$ cat src/rtl/coeff_ram_rd_arbiter_pkg.sv
// Shared definitions for the RAM_S/RAM_N read arbiter: state encodings,
// requester IDs and the address-width helper.
`default_nettype none

package coeff_ram_rd_arbiter_pkg;

  typedef enum logic [1:0] {
    ST_IDLE    = 2'b00,
    ST_GNT_EVP = 2'b01,
    ST_GNT_EVB = 2'b10
  } arb_state_t;

  localparam logic REQ_EVP     = 1'b0;
  localparam logic REQ_EVB     = 1'b1;
  localparam int   BURST_CNT_W = 4;

  function automatic int log2_ceil(input int value);
    int r;
    r = 0;
    for (int i = 0; i < 31; i++) begin
      if ((1 << i) < value) r = i + 1;
    end
    return r;
  endfunction

endpackage

`default_nettype wire

$ cat src/rtl/coeff_ram_rd_arbiter_rr_arb2.sv
// Two-way round-robin picker: on a tie the side not served last wins.
`default_nettype none

module coeff_ram_rd_arbiter_rr_arb2
  import coeff_ram_rd_arbiter_pkg::*;
(
  input  logic [1:0] req,
  input  logic       last,
  output logic       pick
);

  always_comb begin
    pick = REQ_EVP;
    if (req == 2'b11) pick = ~last;
    else if (req[REQ_EVB]) pick = REQ_EVB;
  end

endmodule

`default_nettype wire

$ cat src/rtl/coeff_ram_rd_arbiter.sv
// Shares the RAM_S/RAM_N read ports between EVP and EVB with round-robin
// fairness, burst lock and a max-burst limit; returns per-requester valid strobes.
`default_nettype none

module coeff_ram_rd_arbiter
  import coeff_ram_rd_arbiter_pkg::*;
#(
  parameter int  WORD_SIZE = 16,
  parameter int  S_SIZE    = 88,
  parameter int  N_SIZE    = 8,
  parameter int  MAX_BURST = 4,
  localparam int S_AW      = log2_ceil(S_SIZE),
  localparam int N_AW      = log2_ceil(N_SIZE)
) (
  input  logic            clk,
  input  logic            rst,
  input  logic            rst_instr,
  input  logic            req_evp,
  input  logic            lock_evp,
  input  logic [S_AW-1:0] addr_s_evp,
  input  logic [N_AW-1:0] addr_n_evp,
  input  logic            req_evb,
  input  logic            lock_evb,
  input  logic [S_AW-1:0] addr_s_evb,
  input  logic [N_AW-1:0] addr_n_evb,
  output logic            gnt_evp,
  output logic            gnt_evb,
  output logic            vld_evp,
  output logic            vld_evb,
  output logic            rd_en_S,
  output logic [S_AW-1:0] rd_addr_S,
  output logic            rd_en_N,
  output logic [N_AW-1:0] rd_addr_N,
  output logic            oob_err
);

  generate
    if (MAX_BURST < 1 || MAX_BURST > 15 || WORD_SIZE < 1) begin : g_param_check
      $error("coeff_ram_rd_arbiter: MAX_BURST must be 1..15 and WORD_SIZE positive");
    end
  endgenerate

  localparam int                     BURST_LAST_I = MAX_BURST - 1;
  localparam logic [BURST_CNT_W-1:0] BURST_LAST   = BURST_LAST_I[BURST_CNT_W-1:0];
  localparam logic [S_AW:0]          S_LIMIT      = S_SIZE[S_AW:0];

  arb_state_t             state_q, state_d;
  logic                   rr_last_q, rr_last_d;
  logic [BURST_CNT_W-1:0] burst_cnt_q, burst_cnt_d;
  logic                   vld_evp_q, vld_evp_d;
  logic                   vld_evb_q, vld_evb_d;
  logic                   oob_q, oob_d;

  logic [1:0]      req_vec;
  logic            pick;
  logic            issue_evp, issue_evb, issue, s_oob;
  logic [S_AW-1:0] addr_s_sel;
  logic [N_AW-1:0] addr_n_sel;

  assign req_vec[REQ_EVP] = req_evp;
  assign req_vec[REQ_EVB] = req_evb;

  coeff_ram_rd_arbiter_rr_arb2 u_rr_arb2 (
    .req  (req_vec),
    .last (rr_last_q),
    .pick (pick)
  );

  // An instruction flush kills the read in the cycle it is seen.
  assign issue_evp = (state_q == ST_GNT_EVP) && req_evp && rst_instr;
  assign issue_evb = (state_q == ST_GNT_EVB) && req_evb && rst_instr;
  assign issue     = issue_evp | issue_evb;

  always_comb begin
    addr_s_sel = '0;
    addr_n_sel = '0;
    if (issue_evp) begin
      addr_s_sel = addr_s_evp;
      addr_n_sel = addr_n_evp;
    end else if (issue_evb) begin
      addr_s_sel = addr_s_evb;
      addr_n_sel = addr_n_evb;
    end
  end

  assign s_oob     = issue && ({1'b0, addr_s_sel} >= S_LIMIT);
  assign rd_en_S   = issue & ~s_oob;
  assign rd_en_N   = issue;
  assign rd_addr_S = addr_s_sel;
  assign rd_addr_N = addr_n_sel;

  always_comb begin
    state_d = state_q;
    case (state_q)
      ST_IDLE: begin
        if (|req_vec) state_d = (pick == REQ_EVB) ? ST_GNT_EVB : ST_GNT_EVP;
      end
      ST_GNT_EVP: begin
        if (!req_evp) state_d = req_evb ? ST_GNT_EVB : ST_IDLE;
        else if (req_evb && !lock_evp && burst_cnt_q == BURST_LAST) state_d = ST_GNT_EVB;
      end
      ST_GNT_EVB: begin
        if (!req_evb) state_d = req_evp ? ST_GNT_EVP : ST_IDLE;
        else if (req_evp && !lock_evb && burst_cnt_q == BURST_LAST) state_d = ST_GNT_EVP;
      end
      default: state_d = ST_IDLE;
    endcase

    burst_cnt_d = burst_cnt_q;
    if (state_d != state_q) burst_cnt_d = '0;
    else if (issue && burst_cnt_q != BURST_LAST) burst_cnt_d = burst_cnt_q + 1'b1;

    rr_last_d = rr_last_q;
    if (state_d == ST_GNT_EVP && state_q != ST_GNT_EVP) rr_last_d = REQ_EVP;
    if (state_d == ST_GNT_EVB && state_q != ST_GNT_EVB) rr_last_d = REQ_EVB;

    vld_evp_d = issue_evp;
    vld_evb_d = issue_evb;
    oob_d     = oob_q | s_oob;

    if (!rst_instr) begin
      state_d     = ST_IDLE;
      rr_last_d   = REQ_EVB;
      burst_cnt_d = '0;
      vld_evp_d   = 1'b0;
      vld_evb_d   = 1'b0;
      oob_d       = 1'b0;
    end
  end

  always_ff @(posedge clk or negedge rst) begin
    if (!rst) begin
      state_q     <= ST_IDLE;
      rr_last_q   <= REQ_EVB;
      burst_cnt_q <= '0;
      vld_evp_q   <= 1'b0;
      vld_evb_q   <= 1'b0;
      oob_q       <= 1'b0;
    end else begin
      state_q     <= state_d;
      rr_last_q   <= rr_last_d;
      burst_cnt_q <= burst_cnt_d;
      vld_evp_q   <= vld_evp_d;
      vld_evb_q   <= vld_evb_d;
      oob_q       <= oob_d;
    end
  end

  assign gnt_evp = (state_q == ST_GNT_EVP);
  assign gnt_evb = (state_q == ST_GNT_EVB);
  assign vld_evp = vld_evp_q;
  assign vld_evb = vld_evb_q;
  assign oob_err = oob_q;

endmodule

`default_nettype wire

$ cat config.mk
export PLATFORM = sky130hd
export DESIGN_NAME = coeff_ram_rd_arbiter
export DESIGN_NICKNAME = d
export VERILOG_FILES = /design/src/rtl/coeff_ram_rd_arbiter_pkg.sv /design/src/rtl/coeff_ram_rd_arbiter_rr_arb2.sv /design/src/rtl/coeff_ram_rd_arbiter.sv
export SDC_FILE = /design/constraint.sdc
export NUM_CORES = 1
export LEC_CHECK = 0
export ABC_CLOCK_PERIOD_IN_PS = 3100
export CAP_MARGIN = 10
export CELL_PAD_IN_SITES_DETAIL_PLACEMENT = 0
export CELL_PAD_IN_SITES_GLOBAL_PLACEMENT = 1
export CORE_ASPECT_RATIO = 1.75
export CORE_UTILIZATION = 30
export DETAILED_ROUTE_END_ITERATION = 8
export GPL_ROUTABILITY_DRIVEN = 0
export PLACE_DENSITY = 0.87
export SLEW_MARGIN = 10
export SYNTH_ARGS = -nofsm -noshare
export SYNTH_HDL_FRONTEND = slang
export SYNTH_SLANG_ARGS = --single-unit
$ cat constraint.sdc
create_clock -name clk -period 3.1 [get_ports clk]
set_clock_uncertainty 0.15 [all_clocks]
set_input_delay 0.465 -clock clk [delete_from_list [all_inputs] [get_ports clk]]
set_output_delay 0.465 -clock clk [all_outputs]
set_load 0.005 [all_outputs]
==> out/qor.csv <==
metric,value,unit
PostCTS Resize Cnt,0,
Final setup viols,0,
final instance area,1308,um^2
RSZ-0062 raised after global routing,false,
Slew headroom,63.44,%
Fmax,344.0,MHz
status,"complete, no violations",
multi-input logic area,506.7,um^2
first-pass iteration count of the detailed router,4,
root buffer cell,clkbuf_8,
Sw Share,26.50,%
GR Util All Layers,17.20,%
WL/cell,15.21,um
starting DRC count in detailed routing,24,
Rows,24,
slowest cell on the critical path,clkdlybuf4s50_1,
Remaining DRCs,0,
fill count,228,
vias,893,
layout cell share with drive strength beyond 1,12.21,%
antenna cells,0,
fin. max-slew vios,0,
hold_buf cts,0,
port buffer count,43,
Final TNS setup,0,ps
Synth Instances,87,
mapped cell area,825.8,um^2
max cap viols,0,
"Reg clk slew, reported paths",50,ps
Max clock buf depth,2,
DIE AREA,2975,um^2
internal power,0.2914,mW
Initial Utilization,32.35,%
first-pass GRT wire length,4.077,mm
Post-CTS Setup Bufs,0,
worst-margin pin slew,542.6,ps
GRT overflow,0,
width of the die,41.66,um
Final WS setup,192.9,ps
data required time of the worst path,2480,ps
fin nets,160,
storage element area,251.5,um^2
register area share after synthesis,30.45,%
Worst IR Drop VDD,0.2386,mV
Place WS,196.1,ps
Clock power frac,36.9,%
HP Class,input pin to asynchronous set/reset pin,
post-synth top area share,27.27,%
hold slack final,396.0,ps
Buf/Inv on CP,2,
Cell Pwr Density,303.2,nW/um^2
"Cell Count, Final, Fillers Out",157,
dpl cells,153,
net switching power of the design,0.1051,mW
sequential power share,36.1,%
Fin. Hold Viols,0,
Tcrit/Tclk final,93.78,%
Lkg Pwr,0.5427,nW
"commonest non-fill, non-tap cell in the layout",clkdlybuf4s50_1,
Core ar.,2552,um^2
largest net degree at the start of global routing,14,
syn avg cell area,9.492,um^2
Placed Instance Area,1262,um^2
most frequent cells in the layout,"clkdlybuf4s50_1 (43), a22o_1 (10), dfrtp_1 (9), nor2_1 (6), nand2_1 (6)",
critical path class,input pin to output pin,
Die H,71.41,um
min cycle time layout,2907,ps
Setup crit start kind,input pin,
worst-path fanout max,8,
cells along the critical path,clkdlybuf4s50_1 -> and4b_1 -> a222oi_1 -> o21a_1 -> clkdlybuf4s50_1,
vias in the first global route,896,
Critical Path AT,2290,ps
Synth warnings,0,
Detailed Place HPWL,1.931,mm
Cell variety after synth,37,
proportion of power drawn by combinational gates,27.0,%
CP dominant cell by count,clkdlybuf4s50_1,
"flops & latches, synth",10,
Synth area leader,dfrtp_1,
initial antenna violation count,0,
Clock Sinks,10,
Finished Core Util,51.23,%
CTS tree,yes,
Crit. End Element,output pin,
flop-to-flop setup slack,1070,ps
CP max stage delay,490,ps
"Power, Total",0.3965,mW
crit-path leading delay family,buffers and inverters,
syn nets,115,
Vias/cell,5.688,
ANT nets after route,0,
clock latency on the worst-skew pair,240,ps
largest cells by area after synthesis,"dfrtp_1 (27%), a22o_1 (11%), buf_6 (4.1%)",
area grow syn2layout,58.33,%
Post-Route WL,2.388,mm
I/O Pins,44,
H-tree depth,1,
Inserted Clock Buffers,3,
[synth_stat cells, drive strengths merged]
library cell  count
a22oi             1
o21ai             3
nor2              6
and3              1
o21bai            1
ha                1
inv               3
a32oi             2
a21oi             4
a221oi            1
and3b             2
a22o             10
o211a             1
o21ba             1
buf               7
and4b             2
nand2             6
a211oi            4
dfstp             1
nand2b            4
o221ai            1
nor3b             1
nor2b             4
dfrtp             9
nand3             1
nor3              1
a211o             1
mux2i             2
o211ai            2
o21a              1
xor2              2
a222oi            1
[cell type report]
type	instances	share of cell area [%]
clock buffers	4	3.445
well taps	26	2.488
multi-input cells	67	38.76
inverters	3	0.8612
flip-flops and latches	10	19.23
repair buffers	47	35.22
[registers in the layout, indices dropped and copies added (netlist names)]
name and cells:
rr_last_q 1, state_q 2, vld_evp 1, vld_evb 1
oob_err 1, burst_cnt_q 4
[power by group through the flow]
stage          sequential (mW)  clock [mW]  combinational, mW
4_1_cts                  0.143       0.146              0.108
2_1_floorplan            0.141           0             0.0506
6_report                 0.143       0.146              0.107
3_3_place_gp             0.145           0              0.106
5_1_grt                  0.144       0.152              0.116
3_5_place_dp             0.145           0              0.107
[path summary, 6_finish.rpt]
check	startpoint	end	cells after the start
setup / recovery	rst_instr	rd_en_S	5
hold / removal	rst	vld_evb	1
setup reg to reg	burst_cnt_q[0]	burst_cnt_q[0]	5
hold reg to reg	oob_err	oob_err	2
max in group asynchronous	rst	rr_last_q	1
min in group clk	oob_err	oob_err	2
[routing by layer]
metal | vias to the layer above | part of all wire, % | GRT usage [%]
met4 | 0 | 1.6 | 6.452
met5 | - | 0 | 0
met3 | 5 | 8.1 | 3.526
li1 | 417 | - | -
met1 | 415 | 38 | 18.43
met2 | 56 | 52 | 32.12
[kinds of logic after synthesis]
kind of cell	count (synthesis)	synth area share, %
AOI/OAI and AO/OA	34	35.46
xor gates and xnor gates	2	2.122
adders and majority gates	1	1.515
buffers and inverters	10	8.181
DFF	10	30.46
muxes	2	2.424
and+or+nand+nor	28	19.85
(Power assumes the default switching activity.)
